## src/rtl/universal_shift_reg.sv

```systemverilog
// rtl/universal_shift_reg.sv - parametrised universal shift register with word framing
module universal_shift_reg #(
    parameter int               WIDTH     = 8,
    parameter logic [WIDTH-1:0] RESET_VAL = '0
) (
    input  logic                       clk,
    input  logic                       rst_n,
    input  logic                       en,
    input  logic [2:0]                 mode,
    input  logic                       d,
    input  logic [WIDTH-1:0]           load_data,
    output logic [WIDTH-1:0]           q,
    output logic                       so,
    output logic [$clog2(WIDTH):0]     shift_count,
    output logic                       word_valid
);

    localparam int CW = $clog2(WIDTH) + 1;

    localparam logic [2:0] MODE_HOLD  = 3'b000;
    localparam logic [2:0] MODE_SHL   = 3'b001;
    localparam logic [2:0] MODE_SHR   = 3'b010;
    localparam logic [2:0] MODE_ROL   = 3'b011;
    localparam logic [2:0] MODE_ROR   = 3'b100;
    localparam logic [2:0] MODE_LOAD  = 3'b101;
    localparam logic [2:0] MODE_CLEAR = 3'b110;

    localparam logic [CW-1:0] CNT_LAST = CW'(WIDTH - 1);

    logic [WIDTH-1:0] q_q, q_d;
    logic [CW-1:0]    cnt_q, cnt_d;
    logic             wv_q, wv_d;

    // Next register contents for the selected operation; reserved acts as hold
    always_comb begin
        q_d = q_q;
        if (en) begin
            case (mode)
                MODE_SHL:   q_d = {q_q[WIDTH-2:0], d};
                MODE_SHR:   q_d = {d, q_q[WIDTH-1:1]};
                MODE_ROL:   q_d = {q_q[WIDTH-2:0], q_q[WIDTH-1]};
                MODE_ROR:   q_d = {q_q[0], q_q[WIDTH-1:1]};
                MODE_LOAD:  q_d = load_data;
                MODE_CLEAR: q_d = RESET_VAL;
                default:    q_d = q_q;
            endcase
        end
    end

    // Frame counter: only serial shifts count; LOAD/CLEAR restart the frame
    always_comb begin
        cnt_d = cnt_q;
        wv_d  = 1'b0;
        if (en) begin
            case (mode)
                MODE_SHL, MODE_SHR: begin
                    if (cnt_q == CNT_LAST) begin
                        cnt_d = '0;
                        wv_d  = 1'b1;
                    end else begin
                        cnt_d = cnt_q + CW'(1);
                    end
                end
                MODE_LOAD, MODE_CLEAR: cnt_d = '0;
                default:               cnt_d = cnt_q;
            endcase
        end
    end

    // Serial out is the bit the current mode will push out at the next edge
    always_comb begin
        so = 1'b0;
        case (mode)
            MODE_SHL, MODE_ROL: so = q_q[WIDTH-1];
            MODE_SHR, MODE_ROR: so = q_q[0];
            default:            so = 1'b0;
        endcase
    end

    // State registers with asynchronous active-low reset
    always_ff @(posedge clk or negedge rst_n) begin
        if (!rst_n) begin
            q_q   <= RESET_VAL;
            cnt_q <= '0;
            wv_q  <= 1'b0;
        end else begin
            q_q   <= q_d;
            cnt_q <= cnt_d;
            wv_q  <= wv_d;
        end
    end

    assign q           = q_q;
    assign shift_count = cnt_q;
    assign word_valid  = wv_q;

    logic unused_hold;
    assign unused_hold = (mode == MODE_HOLD);

endmodule

```

## config.mk

```make
export PLATFORM = sky130hd
export DESIGN_NAME = universal_shift_reg
export DESIGN_NICKNAME = d
export VERILOG_FILES = /design/src/rtl/universal_shift_reg.sv
export SDC_FILE = /design/constraint.sdc
export NUM_CORES = 1
export LEC_CHECK = 0
export ABC_AREA = 1
export CORE_MARGIN = 4
export CORE_UTILIZATION = 47
export CTS_CLUSTER_SIZE = 20
export DETAILED_ROUTE_END_ITERATION = 6
export MAX_ROUTING_LAYER = met4
export PLACE_DENSITY_LB_ADDON = 0.08
export SLEW_MARGIN = 20
export SYNTH_ARGS = -nofsm -noshare
export SYNTH_HDL_FRONTEND = slang
export SYNTH_SLANG_ARGS = --single-unit
export TNS_END_PERCENT = 1
```

## constraint.sdc

```tcl
create_clock -name clk -period 2.2 [get_ports clk]
set_input_delay 0.22 -clock clk [delete_from_list [all_inputs] [get_ports clk]]
set_output_delay 0.22 -clock clk [all_outputs]
set_load 0.02 [all_outputs]
```

==> results.sh, run 1 <==
export IMPL_outcome="finished, final reports clean"
export IMPL_cts_sinks=13
export IMPL_die_h_microns=50.58
export IMPL_p_sw_share_pct=37.71
export IMPL_tns_ns=0
export IMPL_cts_path_max_buffers=2
export IMPL_met3_usage_pct=5.341
export IMPL_crit_top_cell="clkdlybuf4s50_1"
export IMPL_synthFlopType="dfrtp_1"
export IMPL_num_vias=913
export IMPL_cp_top_family="buffers and inverters"
export IMPL_p_int_w=0.0005332
export IMPL_synth_top_area_cell="dfrtp_1"
export IMPL_fp_coreArea_sq_mm=0.001727
export IMPL_drt_pass1_iterations=4
export IMPL_io_buffers=28
export IMPL_vdd_drop_max_mv=0.4031
export IMPL_clkLatencyLatePin_ns=0.26
export IMPL_hold_viol_final=0
export IMPL_cts_buffers=3
export IMPL_clkTransAtPathRegs_ns=0.08
export IMPL_area_growth_synth_to_final_pct=41.70
export IMPL_wirelength_microns=2092
export IMPL_cts_hold_buf=0
export IMPL_start_kind="primary input"
export IMPL_period_minus_slack_ns=2.073
export IMPL_synth_edff_count=0
export IMPL_use_met1_pct=24.07
export IMPL_syn_avg_cell_area_sq_um=6.984
export IMPL_max_cap_violations=0
export IMPL_routedWlPerCell_microns=11.56
export IMPL_num_antenna_cells=0
export IMPL_crit_fanout=7
export IMPL_pin_count=29
export IMPL_max_freq_mhz=482.4
export IMPL_final_cell_mix="49 x nand2_1, 28 x clkdlybuf4s50_1, 22 x nand3_1"
export IMPL_rows=15
export IMPL_crit_type="in -> out"
export IMPL_finalCritPeriodShare_pct=94.23
export IMPL_drc=0
export IMPL_hold_path_class="in -> async"
export IMPL_synth_top_area_share_pct=38.18
export IMPL_grt_ovfl_total=0
export IMPL_path_cells="clkdlybuf4s50_1 > inv_2 > nand2_4 > nand2_2 > nand3_1 > nand2_1 > clkdlybuf4s50_1"
export IMPL_crit_buf_inv=3
export IMPL_cp_arrival_ns=1.85
export IMPL_ys_ff_latch=13
export IMPL_synth_cell_types=20
export IMPL_cts_resized_gates=0
export IMPL_syn_area_sq_um=852.1
export IMPL_powerDensity_mw_per_mm2=708.9
export IMPL_synthCells=122
export IMPL_drt_iter0_markers=15
export IMPL_r2r_start="shift_count[0]"
export IMPL_slew_violations=0
export IMPL_skew_ns=0.0007198
export IMPL_antenna_found_initial=0
export IMPL_ant_nets=0
export IMPL_initial_utilization_pct=49.35
export IMPL_post_cts_setup_buffer_count=0
export IMPL_pwr_share_clk_pct=17.0
export IMPL_cts_tree="done"
export IMPL_setup_violations=0
export IMPL_p_seq_share_pct=40.5
export IMPL_yosysSeqAreaShare_pct=38.18
export IMPL_power_leakage_nw=0.5780
export IMPL_setup_slack_ns=0.1270
export IMPL_grt_pass1_vias=820
export IMPL_grt_busiest_layer="met2"
export IMPL_combPwrFrac_pct=42.5
export IMPL_dp_slack_ns=0.1576
export IMPL_ctsHtreeMaxLevel=1
export IMPL_syn_nets=138
export IMPL_gp_congestion=0.9072
export IMPL_hold_slack_ns=0.3290
export IMPL_async_flop_share_pct=100.0
export IMPL_yosys_top_cells_area="dfrtp_1 38%, nand2_1 22%, nand3_1 13%, nand2_4 5.3%, nand4_1 2.9%"
export IMPL_hpwl_microns=1617
export IMPL_die_width_microns=50.58
export IMPL_p_sw_w=0.0003228
export IMPL_end_kind="output pin"
export IMPL_root_buffer="clkbuf_4"
export IMPL_final_common_cell="nand2_1"
export IMPL_cp_required_ns=1.98
export IMPL_drive_above_1_share_pct=13.46
export IMPL_via_per_inst=5.044
export IMPL_critical_path_max_stage_delay_ns=0.61
export IMPL_yosys_warnings=0
export IMPL_grt_pass1_wl_microns=3601
export IMPL_grt_start_max_net_pins=14
export IMPL_worstMarginPinSlew_ns=0.6091
export IMPL_layout_nets=173
export IMPL_crit_start="mode[0]"
export IMPL_die_area_sq_mm=0.002558
export IMPL_maxSlewHeadroom_pct=59.27
export IMPL_grt_use_met2_pct=29.13
export IMPL_crit_path_top_delay_cell="clkdlybuf4s50_1"
export IMPL_num_fill_cells=162
export IMPL_grt_total_usage_pct=18.85
export IMPL_rsz0062_at_grt="no"
kinds of logic (layout without fill, tap and decap cells):
group                      count (synthesis)  in the layout  synth area share [%]
adders and majority gates                  1              1                 1.468
buffers and inverters                      9             43                 4.405
AOI/OAI and AO/OA                          6              6                 3.818
and+or+nand+nor                           93             93                 52.13
DFF                                       13             13                 38.18
power groups by stage:
stage	registers, W	logic [W]	clock network (W)
2_1_floorplan	0.000403	0.000133	0
3_3_place_gp	0.000350	0.000362	0
3_5_place_dp	0.000351	0.000365	0
4_1_cts	0.000346	0.000367	0.000150
5_1_grt	0.000359	0.000399	0.000163
6_report	0.000347	0.000364	0.000145
state kept, by name, summed over array words and instances (netlist names):
register     flops
q                8
shift_count      4
word_valid       1
synth_stat cells (2+ instances only):
master,instances
nand4_1,4
dfrtp_1,13
o21ai_1,2
nor2_2,3
nand2_1,49
nor2_1,6
nand3_1,22
a21oi_1,3
inv_1,3
nand2_4,4
inv_2,3
nand2_2,2
layout make-up:
type,instances,area (sq um),share of cell area (%)
tap,25,31.28,2.591
clock buffer,4,26.28,2.176
multi-input combinational,100,489.2,40.52
sequential,13,325.3,26.94
inverter,8,32.53,2.694
timing repair buffer,31,302.8,25.08
per-stage QoR:
step | instances | total power [W] | utilization, % | area, sq um
3_5_place_dp | 177 | 0.0007165 | 68.41 | 1181
4_1_cts | 181 | 0.0008640 | 69.93 | 1207
6_report | 181 | 0.0008559 | 69.93 | 1207
2_1_floorplan | 122 | 0.0005360 | - | 852.1
5_1_grt | 181 | 0.0009212 | 69.93 | 1207
3_3_place_gp | 177 | 0.0007123 | 68.41 | 1181
final timing paths:
kind,to,cells after the start,slack [ns]
worst max-delay path,so,7,0.13
worst min-delay path,word_valid,1,0.33
worst max register to register,shift_count[3],6,1.03
worst min register to register,shift_count[0],1,0.54
max in group asynchronous,q[4],1,1.48
min in group clk,shift_count[0],1,0.54
metal layers:
metal	up-vias	share of wire, %
li1	467	-
met1	417	48
met2	27	45
met3	2	6.3
met4	0	0.72
met5	-	0
Power figures use the tool's default switching activity.
==> run 2, diff against run 1 <==
- CORE_UTILIZATION: 47 -> 44
- SKIP_CTS_REPAIR_TIMING: not set -> 1
- clock period: 2.2 -> 2.25 ns (I/O delays scaled with it)
==> run 2 against run 1 <==
Against the previous run: global-route usage is 0.25 points higher; combinational power is 2% lower; setup slack better by 0.025 ns; power is 0.80% lower; routed wire length is 6.2% higher; sequential cell count stayed put; first-iteration DRC count is 27% higher; critical path depth stayed put; die area is 5.7% higher; critical endpoint unchanged; largest cell class unchanged.
==> results.sh, run 2 (synthesized netlist as in run 1, its figures left out) <==
export IMPL_maxSlewHeadroom_pct=58.17
export IMPL_die_width_microns=52.01
export IMPL_root_buffer="clkbuf_4"
export IMPL_ctsHtreeMaxLevel=1
export IMPL_endpoint="so"
export IMPL_drt_pass1_iterations=4
export IMPL_rr_worst_depth=6
export IMPL_met3_usage_pct=4.298
export IMPL_cp_required_ns=2.03
export IMPL_final_cell_mix="49 x nand2_1, 28 x clkdlybuf4s50_1, 22 x nand3_1"
export IMPL_use_met1_pct=26.03
export IMPL_final_common_cell="nand2_1"
export IMPL_grt_ovfl_total=0
export IMPL_slew_violations=0
export IMPL_crit_type="in -> out"
export IMPL_antenna_found_initial=0
export IMPL_largest_reg_flops=8
export IMPL_crit_buf_inv=3
export IMPL_ant_nets=0
export IMPL_cts_sinks=13
export IMPL_num_antenna_cells=0
export IMPL_clkTransAtPathRegs_ns=0.09
export IMPL_critical_path_max_stage_delay_ns=0.60
export IMPL_initial_utilization_pct=47.79
export IMPL_num_fill_cells=165
export IMPL_final_seq_area_sq_um=325.3
export IMPL_outcome="finished, final reports clean"
export IMPL_pwr_share_clk_pct=17.6
export IMPL_cp_top_family="buffers and inverters"
export IMPL_cts_path_max_buffers=2
export IMPL_num_vias=948
export IMPL_rsz0062_at_grt="no"
export IMPL_pin_count=29
export IMPL_path_cells="clkdlybuf4s50_1 > inv_2 > nand2_4 > nand2_2 > nand3_1 > nand2_1 > clkdlybuf4s50_1"
export IMPL_routedWlPerCell_microns=12.27
export IMPL_die_h_microns=52.01
export IMPL_grt_use_met2_pct=27.62
export IMPL_drive_above_1_share_pct=14.10
export IMPL_area_growth_synth_to_final_pct=41.85
export IMPL_start_kind="primary input"
export IMPL_crit_start="mode[0]"
export IMPL_cts_tree="done"
export IMPL_wirelength_microns=2221
export IMPL_io_buffers=28
export IMPL_grt_pass1_vias=856
export IMPL_tns_ns=0
export IMPL_layout_nets=173
export IMPL_drt_iter0_markers=19
export IMPL_rows=15
export IMPL_p_int_w=0.0005187
export IMPL_finalCritPeriodShare_pct=93.27
export IMPL_combPwrFrac_pct=42.1
export IMPL_setup_violations=0
export IMPL_p_seq_share_pct=40.3
export IMPL_r2r_end="shift_count[3]"
export IMPL_cp_depth=7
export IMPL_cts_buffers=3
export IMPL_hpwl_microns=1669
export IMPL_hold_viol_final=0
export IMPL_r2r_start="shift_count[0]"
export IMPL_period_minus_slack_ns=2.098
export IMPL_grt_start_max_net_pins=14
export IMPL_via_per_inst=5.238
export IMPL_die_area_sq_mm=0.002705
export IMPL_vdd_drop_max_mv=0.5075
export IMPL_multi_input_area_sq_um=489.2
export IMPL_grt_total_usage_pct=19.09
export IMPL_power_leakage_nw=0.5807
export IMPL_end_kind="output pin"
export IMPL_reg2reg_slack_ns=1.08
export IMPL_max_cap_violations=0
export IMPL_setup_slack_ns=0.1515
export IMPL_hold_path_class="in -> async"
export IMPL_drc=0
export IMPL_gp_congestion=0.7821
export IMPL_crit_top_cell="clkdlybuf4s50_1"
export IMPL_dp_slack_ns=0.1690
export IMPL_p_sw_share_pct=38.91
export IMPL_clkLatencyLatePin_ns=0.28
export IMPL_p_sw_w=0.0003304
export IMPL_worstMarginPinSlew_ns=0.6255
export IMPL_crit_path_top_delay_cell="clkdlybuf4s50_1"
export IMPL_cp_arrival_ns=1.87
export IMPL_max_freq_mhz=476.5
export IMPL_fp_coreArea_sq_mm=0.001783
export IMPL_powerDensity_mw_per_mm2=702.5
export IMPL_grt_busiest_layer="met2"
export IMPL_grt_pass1_wl_microns=3788
export IMPL_crit_fanout=7
export IMPL_skew_ns=0.007425
run 2: how the worst min path moves through the flow:
stage	from	end	slack, ns	cells past startpoint
2_1_floorplan	rst_n	q[0]	-0.07	0
3_3_place_gp	q[1]	q[1]	0.52	2
3_5_place_dp	q[3]	q[3]	0.53	2
4_1_cts	rst_n	shift_count[3]	0.35	1
5_1_grt	rst_n	word_valid	0.35	1
6_report	rst_n	shift_count[3]	0.33	1
run 2: metal layers:
layer / vias to the layer above / part of all wire, % / wire length [microns]
met5: - / 0 / 0
met4: 0 / 0.81 / 18
met3: 2 / 7.7 / 170
met2: 31 / 45 / 1003
met1: 449 / 46 / 1029
li1: 466 / - / -
run 2: power by group through the flow:
stage | Combinational, W | Sequential, W | Clock [W]
global placement | 0.000354 | 0.000343 | 0
detailed placement | 0.000359 | 0.000346 | 0
finish | 0.000358 | 0.000342 | 0.000150
global route | 0.000390 | 0.000350 | 0.000169
CTS | 0.000361 | 0.000341 | 0.000154
floorplan | 0.000130 | 0.000394 | 0
run 2: through the flow:
stage	hold slack, ns	power, W	cell area (sq um)	utilization, %	std cells
floorplan	-0.07059	0.0005241	852.1	-	122
global placement	0.5236	0.0006969	1181	66.25	177
detailed placement	0.5282	0.0007044	1181	66.25	177
CTS	0.3490	0.0008559	1209	67.79	181
global route	0.3508	0.0009092	1209	67.79	181
finish	0.3254	0.0008491	1209	67.79	181
run 2: final cells by class:
type / count / area share (%)
tap: 25 / 2.588
clock inverter: 1 / 0.4141
inverter: 8 / 2.692
sequential: 13 / 26.92
multi-input combinational: 100 / 40.48
clock buffer: 3 / 1.863
timing repair buffer: 31 / 25.05
